===== config.mk =====
export PLATFORM = sky130hd
export DESIGN_NAME = alu_pipe
export DESIGN_NICKNAME = d
export VERILOG_FILES = /design/src/rtl/alu_pipe_pkg.sv /design/src/rtl/alu_muldiv_iter.sv /design/src/rtl/alu_pipe.sv
export SDC_FILE = /design/constraint.sdc
export NUM_CORES = 1
export LEC_CHECK = 0
export CORE_ASPECT_RATIO = 1.2
export CORE_MARGIN = 1
export CORE_UTILIZATION = 35
export DETAILED_ROUTE_END_ITERATION = 8
export PLACE_DENSITY = 0.6
export SYNTH_ARGS = -nofsm -noshare
export SYNTH_HDL_FRONTEND = slang
export SYNTH_SLANG_ARGS = --single-unit

===== constraint.sdc =====
create_clock -name clk -period 3.6 [get_ports clk]
set_clock_uncertainty 0.1 [all_clocks]
set_input_delay 0.72 -clock clk [delete_from_list [all_inputs] [get_ports clk]]
set_output_delay 0.72 -clock clk [all_outputs]
set_load 0.1 [all_outputs]

===== src/rtl/alu_pipe_pkg.sv =====
// Shared constants and types for the alu_pipe execute unit.
package alu_pipe_pkg;

  // funct3 encodings, base ops
  localparam logic [2:0] F_ADD  = 3'd0;
  localparam logic [2:0] F_SLL  = 3'd1;
  localparam logic [2:0] F_SLT  = 3'd2;
  localparam logic [2:0] F_SLTU = 3'd3;
  localparam logic [2:0] F_XOR  = 3'd4;
  localparam logic [2:0] F_SR   = 3'd5;
  localparam logic [2:0] F_OR   = 3'd6;
  localparam logic [2:0] F_AND  = 3'd7;

  // funct3 encodings, M-extension ops
  localparam logic [2:0] F_MUL    = 3'd0;
  localparam logic [2:0] F_MULH   = 3'd1;
  localparam logic [2:0] F_MULHSU = 3'd2;
  localparam logic [2:0] F_MULHU  = 3'd3;
  localparam logic [2:0] F_DIV    = 3'd4;
  localparam logic [2:0] F_DIVU   = 3'd5;
  localparam logic [2:0] F_REM    = 3'd6;
  localparam logic [2:0] F_REMU   = 3'd7;

  typedef enum logic [1:0] {IDLE, BUSY, DONE} state_t;

  function automatic int log2(input int v);
    int r;
    r = 0;
    for (int i = 0; i < 31; i++)
      if ((1 << i) < v) r = i + 1;
    return r;
  endfunction

endpackage


===== src/rtl/alu_muldiv_iter.sv =====
// Iterative radix-2 multiply/divide engine: XLEN iterations then one fix-up
// cycle during which done is high and result is valid.
module alu_muldiv_iter
  import alu_pipe_pkg::*;
#(
  parameter int XLEN = 32
) (
  input  logic            clk,
  input  logic            rst_n,
  input  logic            start,
  input  logic [2:0]      op,
  input  logic [XLEN-1:0] a,
  input  logic [XLEN-1:0] b,
  output logic            done,
  output logic [XLEN-1:0] result
);
  localparam int CW = $clog2(XLEN);

  logic            run, fix, b_zero, neg_q, neg_r;
  logic [CW-1:0]   cnt;
  logic [2:0]      op_q;
  logic [XLEN-1:0] hi, lo, mc, a_q;
  logic            sa, sb;
  logic [XLEN-1:0] mag_a, mag_b;
  logic [XLEN:0]   add_s, r_sh, sub_s;
  logic [2*XLEN-1:0] prod, prod_f;
  logic [XLEN-1:0] q_f, r_f;

  // Operand signs only matter for the signed flavours.
  assign sa    = a[XLEN-1] && (op inside {F_MUL, F_MULH, F_MULHSU, F_DIV, F_REM});
  assign sb    = b[XLEN-1] && (op inside {F_MUL, F_MULH, F_DIV, F_REM});
  assign mag_a = sa ? -a : a;
  assign mag_b = sb ? -b : b;

  // hi:lo is the product accumulator for MUL*, remainder:quotient for DIV*.
  assign add_s = {1'b0, hi} + (lo[0] ? {1'b0, mc} : '0);
  assign r_sh  = {hi, lo[XLEN-1]};
  assign sub_s = r_sh - {1'b0, mc};

  assign prod   = {hi, lo};
  assign prod_f = neg_q ? -prod : prod;
  assign q_f    = neg_q ? -lo : lo;
  assign r_f    = neg_r ? -hi : hi;
  assign done   = fix;

  always_comb begin
    result = '0;
    case (op_q)
      F_MUL:                     result = prod_f[XLEN-1:0];
      F_MULH, F_MULHSU, F_MULHU: result = prod_f[2*XLEN-1:XLEN];
      F_DIV, F_DIVU:             result = b_zero ? '1 : q_f;
      default:                   result = b_zero ? a_q : r_f;
    endcase
  end

  always_ff @(posedge clk) begin
    if (!rst_n) begin
      run <= 1'b0; fix <= 1'b0; cnt <= '0; op_q <= '0;
      hi <= '0; lo <= '0; mc <= '0; a_q <= '0;
      b_zero <= 1'b0; neg_q <= 1'b0; neg_r <= 1'b0;
    end else if (start) begin
      run <= 1'b1; fix <= 1'b0; cnt <= '0; op_q <= op;
      a_q <= a; b_zero <= (b == '0);
      neg_q <= sa ^ sb; neg_r <= sa;
      hi <= '0;
      if (op[2]) begin lo <= mag_a; mc <= mag_b; end
      else       begin lo <= mag_b; mc <= mag_a; end
    end else if (run) begin
      if (op_q[2]) begin
        // restoring divide: keep the difference when it did not borrow
        if (!sub_s[XLEN]) begin hi <= sub_s[XLEN-1:0]; lo <= {lo[XLEN-2:0], 1'b1}; end
        else              begin hi <= r_sh[XLEN-1:0];  lo <= {lo[XLEN-2:0], 1'b0}; end
      end else begin
        hi <= add_s[XLEN:1];
        lo <= {add_s[0], lo[XLEN-1:1]};
      end
      cnt <= cnt + 1'b1;
      if (cnt == CW'(XLEN - 1)) begin run <= 1'b0; fix <= 1'b1; end
    end else begin
      fix <= 1'b0;
    end
  end

endmodule


===== src/rtl/alu_pipe.sv =====
// Registered RV32I/M execute unit with valid/ready handshakes.
// Build option: ALU_PIPE_MULDIV_EN enables the iterative M-extension engine.
module alu_pipe
  import alu_pipe_pkg::*;
#(
  parameter int XLEN  = 32,
  parameter int TAG_W = 5
) (
  input  logic             clk,
  input  logic             rst_n,
  input  logic             in_valid,
  output logic             in_ready,
  input  logic [XLEN-1:0]  in_a,
  input  logic [XLEN-1:0]  in_b,
  input  logic [2:0]       in_func,
  input  logic             in_alt,
  input  logic             in_m,
  input  logic [TAG_W-1:0] in_tag,
  output logic             out_valid,
  input  logic             out_ready,
  output logic [XLEN-1:0]  out_result,
  output logic [TAG_W-1:0] out_tag,
  output logic             out_illegal
);
  localparam int SW = log2(XLEN);

  state_t                 state;
  logic                   accept;
  logic [SW-1:0]          shamt;
  logic signed [XLEN-1:0] sra_v;
  logic [XLEN-1:0]        base_res;

  assign in_ready = (state == IDLE) || (state == DONE && out_ready);
  assign accept   = in_valid && in_ready;
  assign shamt    = in_b[SW-1:0];
  assign sra_v    = $signed(in_a) >>> shamt;

  always_comb begin
    base_res = '0;
    case (in_func)
      F_ADD:  base_res = in_alt ? in_b : in_a + in_b;
      F_SLL:  base_res = in_a << shamt;
      F_SLT:  base_res = {{(XLEN-1){1'b0}}, $signed(in_a) < $signed(in_b)};
      F_SLTU: base_res = {{(XLEN-1){1'b0}}, in_a < in_b};
      F_XOR:  base_res = in_a ^ in_b;
      F_SR:   base_res = in_alt ? sra_v : in_a >> shamt;
      F_OR:   base_res = in_a | in_b;
      default: base_res = in_a & in_b;
    endcase
  end

`ifdef ALU_PIPE_MULDIV_EN
  logic            md_done;
  logic [XLEN-1:0] md_res;

  alu_muldiv_iter #(.XLEN(XLEN)) u_muldiv (
    .clk    (clk),
    .rst_n  (rst_n),
    .start  (accept && in_m),
    .op     (in_func),
    .a      (in_a),
    .b      (in_b),
    .done   (md_done),
    .result (md_res)
  );
`endif

  always_ff @(posedge clk) begin
    if (!rst_n) begin
      state <= IDLE; out_valid <= 1'b0; out_result <= '0;
      out_tag <= '0; out_illegal <= 1'b0;
    end else begin
      case (state)
        BUSY: begin
`ifdef ALU_PIPE_MULDIV_EN
          if (md_done) begin
            state <= DONE; out_valid <= 1'b1; out_result <= md_res;
          end
`endif
        end
        default: begin
          if (accept) begin
            out_tag <= in_tag;
            if (in_m) begin
`ifdef ALU_PIPE_MULDIV_EN
              state <= BUSY; out_valid <= 1'b0; out_illegal <= 1'b0;
`else
              // no engine in this build: flag the op and retire it at once
              state <= DONE; out_valid <= 1'b1; out_result <= '0; out_illegal <= 1'b1;
`endif
            end else begin
              state <= DONE; out_valid <= 1'b1; out_result <= base_res; out_illegal <= 1'b0;
            end
          end else if (state == DONE && out_ready) begin
            state <= IDLE; out_valid <= 1'b0;
          end
        end
      endcase
    end
  end

endmodule


; Word-level counts from Yosys, hierarchy flattened
; Cells that the tools add are included.
[totals]
ff_bits = 41
ram_bits = 0
word_cells = 40
latch_bits = 0
mem_bits_ro = 0
mem_count = 0
[op_classes]
add_sub_neg = 1
bitwise_logic = 4
muxes = 9
n_eq_ne = 8
reduce_logical = 8
multipliers = 0
n_div = 0
order_cmp = 2
shifts = 3
[op_table]
columns = op, count
row1 = case mux 32 bit (7 select lines), 1
row2 = two-way mux 32 bit, 3
row3 = less-than comparator 32 bit, 2
row4 = adder 32 bit, 1
row5 = bitwise AND 32 bit, 1
row6 = bitwise OR 32 bit, 1
row7 = << shifter 32 x 5 -> 32 bit, 1
row8 = right shift 32 x 5 -> 32 bit, 1
row9 = >>> shifter 32 x 5 -> 32 bit, 1
row10 = XOR 32 bit, 1
row11 = "== test 3 bit, second input constant", 3
row12 = "== test 3 x 2 -> 1 bit, second input constant", 2
row13 = two-way mux 2 bit, 2
row14 = AND reduction 2 bit, 2
row15 = "== test 3 x 1 -> 1 bit, second input constant", 1
row16 = zero test 3 bit, 1
row17 = two-way mux 1 bit, 3
row18 = "== test 2 x 1 -> 1 bit, second input constant", 1
row19 = "== test 2 bit, second input constant", 1
row20 = logical AND 1 bit, 2
row21 = zero test 2 bit, 1
row22 = nonzero test 2 bit, 1
row23 = logical OR 1 bit, 1
row24 = NOT 1 bit, 1

; Depth between registers and ports, before layout
[depth]
word_depth = 6
ltp_mapped = 15
ltp_nobuf = 12

; Worst setup path after synthesis
; Ideal clock, no wire load.
[synth_timing]
path_type = input-to-reg
startpoint = input port in_b[3]
endpoint = register out_result[17]
cell_stages = 14
arrival_ns = 3.681
path_slack_ns = -0.268
setup_time_ns = 0.087
t_required_ns = 3.413
path_cell_list = clkbuf_1 -> clkinv_1 -> buf_1 -> clkbuf_1 -> ha_1 -> clkbuf_1 -> nand4_1 -> nand3_1 -> a21oi_1 -> a21boi_0 -> o21a_1 -> or4_1 -> o31a_1 -> o31ai_1
[synth_between]
elab_chain_len = 4
word_cells_on_any_way = 8
cone_classes = add/sub (1) / shift (3) / mux (4)
[synth_lines]
columns = element, line_no
row1 = "start, declared", alu_pipe.sv:14  ; input logic [XLEN-1:0] in_b,
row2 = "adder 32 bit, or another cell as far along", alu_pipe.sv:41  ; F_ADD: base_res = in_alt ? in_b : in_a + in_b;
row3 = "two-way mux 32 bit, on equally long branches", "alu_pipe.sv:41, alu_pipe.sv:46"
row4 = case mux 32 bit (7 select lines) (*), alu_pipe.sv:40  ; case (in_func)
row5 = two-way mux 32 bit (*), alu_pipe.sv:84  ; if (in_m) begin
row6 = "end signal, assigned", alu_pipe.sv:70  ; state <= IDLE; out_valid <= 1'b0; out_result <= '0;
row7 = "end signal, assigned", alu_pipe.sv:89  ; state <= DONE; out_valid <= 1'b1; out_result <= '0; out_illegal <= 1'b1;
row8 = "end signal, assigned", alu_pipe.sv:92  ; state <= DONE; out_valid <= 1'b1; out_result <= base_res; out_illegal <= 1'b0;
row9 = "end, declared", alu_pipe.sv:21  ; output logic [XLEN-1:0] out_result,
; Mark *: on every way between the ends. The rest lies on a longest branch, timed or not.
; A chain may end at the register's enable or synchronous reset.

; Final worst setup path
[layout_timing]
startpoint = input port in_a[11]
endpoint = register out_result[0]
[layout_between]
elab_chain_len = 4
word_cells_on_any_way = 8
cone_classes = order compare (2) / shift (3) / mux (3)
[layout_lines]
columns = element, line_no
row1 = "start, declared", alu_pipe.sv:13  ; input logic [XLEN-1:0] in_a,
row2 = "parallel branches: the longest is 2 deep, another holds less-than comparator 32 bit", --
row3 = case mux 32 bit (7 select lines) (*), alu_pipe.sv:40
row4 = two-way mux 32 bit (*), alu_pipe.sv:84
; Mark *: on every way between the ends.

==> flow_metrics.py <==
metrics = {
    "run_status": {
        "outcome": "completed",
    },
    "pwr": {
        "power_density_mw_per_mm2": 231.7,
        "seqPwrFrac_pct": 15.8,
        "switchingPower_uw": 1324,
        "p_sw_share_pct": 45.33,
        "internal_power_uw": 1597,
        "power_frac_comb_pct": 65.3,
        "clock_power_share_pct": 18.8,
        "power_uw": 2921,
        "p_leak_uw": 0.005631,
        "ir_worst_vdd_mv": 0.1850,
    },
    "floorplanning": {
        "initial_core_util_pct": 35.49,
        "die_w_um": 151.0,
        "io_pins": 118,
        "dieHeight_um": 180.8,
        "core_mm2": 0.02627,
        "die_area_mm2": 0.02730,
        "rows": 65,
    },
    "grt": {
        "grt_pass1_wl_um": 65870,
        "grt_use_total_pct": 32.61,
        "antenna_found_initial": 1,
        "grt_max_degree": 62,
        "overflow": 0,
        "grt_pass1_vias": 10800,
    },
    "sta": {
        "slew_violations": 0,
        "hold_violations": 0,
        "slew_headroom_pct": 31.55,
        "finalSetupViolations": 0,
        "timing.hold.ws_ps": 357.2,
        "finalCritPeriodShare_pct": 97.47,
        "fmax_ghz": 0.2850,
        "setup_slack_ps": 91.12,
        "worst_slew_pin_slew_ps": 1024,
        "finalCriticalPeriod_ps": 3509,
    },
    "setup_path": {
        "r2r_cells": 7,
        "cp.arrival_ps": 3610,
        "cp-start-kind": "primary input",
        "path_max_fanout": 5,
        "endpoint_kind": "flop",
        "critPathKind": "in -> reg",
        "cp_data_required_time_ps": 3700,
    },
    "synth": {
        "synth_area_mm2": 0.009324,
        "yosys-top-cells-area": "mux4_2 (14%), ha_1 (13%), dfxtp_1 (8.4%), o21ai_0 (7.9%), nand2_1 (5.9%)",
        "synth-seq-area-share_pct": 8.374,
        "postSynthCellCount": 1267,
        "synthArstFlopShare_pct": 0,
        "syn_area_per_cell_um2": 7.359,
        "yosysTopAreaCell": "mux4_2",
        "synthMuxAreaShare_pct": 21.04,
        "syn-num-nets": 1443,
        "synth_xor_area_share_pct": 1.879,
        "ys_warn_count": 0,
        "synth-compound-area-share_pct": 29.58,
        "yosys.area.top_type_share_pct": 14.49,
        "ys_types": 73,
        "synth_fa_ha_area_share_pct": 13.23,
        "synth-seq-cells": 39,
        "yosys.area_share.simple_pct": 17.24,
        "synth-main-ff-cell": "dfxtp_1",
        "synth_commonest_cells": "nand2_1 (147), o21ai_0 (147), nor2_1 (107), a21oi_1 (102), ha_1 (97)",
        "synth_edf_count": 0,
        "synth_top_family_by_area": "compound AO/OA/AOI/OAI gates",
    },
    "detailed_routing": {
        "first_pass_iters": 6,
        "drc_errors": 0,
        "wl_per_cell_um": 23.75,
        "avgViaCountPerCell": 6.102,
        "ant_nets": 0,
        "wirelength_um": 44680,
        "via_count": 11480,
        "drt_first_iter_violations": 1508,
    },
    "placed_design": {
        "pre_cts_ws_ps": -467.8,
        "gp_congestion": 1.037,
        "post-place-cells": 1871,
        "post-dp-hpwl_um": 36660,
        "place.port_buffers": 117,
        "dpl-instance-area_mm2": 0.01240,
    },
    "clocking": {
        "cts.htree.levels": 2,
        "clk_pin_slew_worst_paths_ps": 70,
        "cts-root-buf": "clkbuf_16",
        "cts.sinks": 39,
        "clock_latency_ps": 290,
        "tritoncts": "built",
        "numCtsBuffers": 5,
        "ctsHoldBuffers": 0,
        "clock_path_buffers": 2,
    },
    "layout": {
        "fillerInstances": 2650,
        "final_cells": 1881,
        "syn2layout_area_growth_pct": 35.22,
        "n_antenna_cell": 0,
        "final_nets": 1721,
        "drive_above_1_share_pct": 23.93,
        "fin_area_mm2": 0.01261,
    },
    "run": {
        "drv_cap": 0,
    },
    "worst_hold_path": {
        "hold_path_depth": 2,
        "holdCritPathClass": "reg -> reg",
    },
}
worst max-delay path, cell delays in order:
cell	delay (ps)
clkdlybuf4s50_1	490
inv_1	100
ha_1	400
buf_4	190
nor4_1	400
o21ai_0	290
a2111oi_2	520
buf_4	190
nor3_1	40
o31a_1	270
layout make-up:
type | count | area [um2] | share of cell area [%]
inverter | 88 | 331.6 | 2.630
tap | 335 | 419.2 | 3.324
clock inverter | 2 | 35.03 | 0.2779
timing repair buffer | 379 | 3143 | 24.93
multi-input combinational | 1032 | 7760 | 61.55
sequential | 39 | 780.7 | 6.192
clock buffer | 6 | 138.9 | 1.102
flip-flops by register name, summed over array words and instances (netlist names):
register / flops
out_result: 32
out_illegal: 1
out_valid: 1
out_tag: 5
layout by cell type (no fill, tap or decap), types with 8 or more instances in the layout:
cell,synthesis,routed
xnor2_1,12,12
a21oi_1,102,101
mux2i_1,40,40
a31oi_1,15,14
a21o_1,18,18
a222oi_1,12,12
nand3_1,28,28
nor2b_1,11,10
inv_1,85,85
nand2b_1,9,9
clkdlybuf4s50_1,0,96
nand2_1,147,147
ha_1,97,97
a221oi_1,8,8
buf_4,2,276
or3_1,14,14
a22oi_1,13,13
o21ai_0,147,146
dfxtp_1,39,39
o31ai_1,10,10
o211ai_1,21,21
a22o_1,17,17
xor2_1,8,8
nor2_1,107,107
nor3_1,20,19
a211oi_1,9,9
mux4_2,60,60
repair_timing:
item | CTS | global route
gates resized for setup | 2 | 4
pin swaps | 0 | 3
hold endpoints to repair | 0 | 0
endpoints found under the setup margin | 1 | 4
buffers inserted | 0 | 2
routing by layer:
layer	part of all wire (%)	wire (um)	vias up	GRT usage, %
li1	-	-	5233	-
met1	41	18500	5492	44.56
met2	45	20100	641	50.40
met3	9.2	4095	112	4.470
met4	4.5	1990	0	14.84
met5	0	0	-	0
power by group through the flow:
stage / Clock (uW) / Sequential (uW) / Combinational (uW)
finish: 549 / 463 / 1910
global route: 584 / 466 / 2020
CTS: 560 / 463 / 1860
detailed placement: 0 / 473 / 1850
global placement: 0 / 472 / 1850
floorplan: 0 / 610 / 901
final timing paths:
kind | startpoint | endpoint | slack [ps]
worst max register to register | out_valid$_SDFFE_PN0P_ | out_result[19]$_SDFFE_PN0P_ | 1410
worst min-delay path | out_result[24]$_SDFFE_PN0P_ | out_result[24]$_SDFFE_PN0P_ | 360
worst min register to register | out_result[24]$_SDFFE_PN0P_ | out_result[24]$_SDFFE_PN0P_ | 360
worst max-delay path | in_a[11] | out_result[0]$_SDFFE_PN0P_ | 90
metrics by stage:
stage | setup TNS [ps] | utilization (%)
3_3_place_gp | -1560 | 47.22
6_report | 0 | 48.00
2_1_floorplan | 0 | -
5_1_grt | -6.456 | 48.00
3_5_place_dp | -1940 | 47.22
4_1_cts | 0 | 47.91
cells by family after synthesis:
family                   Yosys count
adder cells (fa/ha/maj)           98
multiplexers                     112
AND/OR/NAND/NOR                  366
AO/OA/AOI/OAI                    436
flip-flops                        39
XOR/XNOR                          20
buffers and inverters            196
Power figures use the tool's default switching activity.
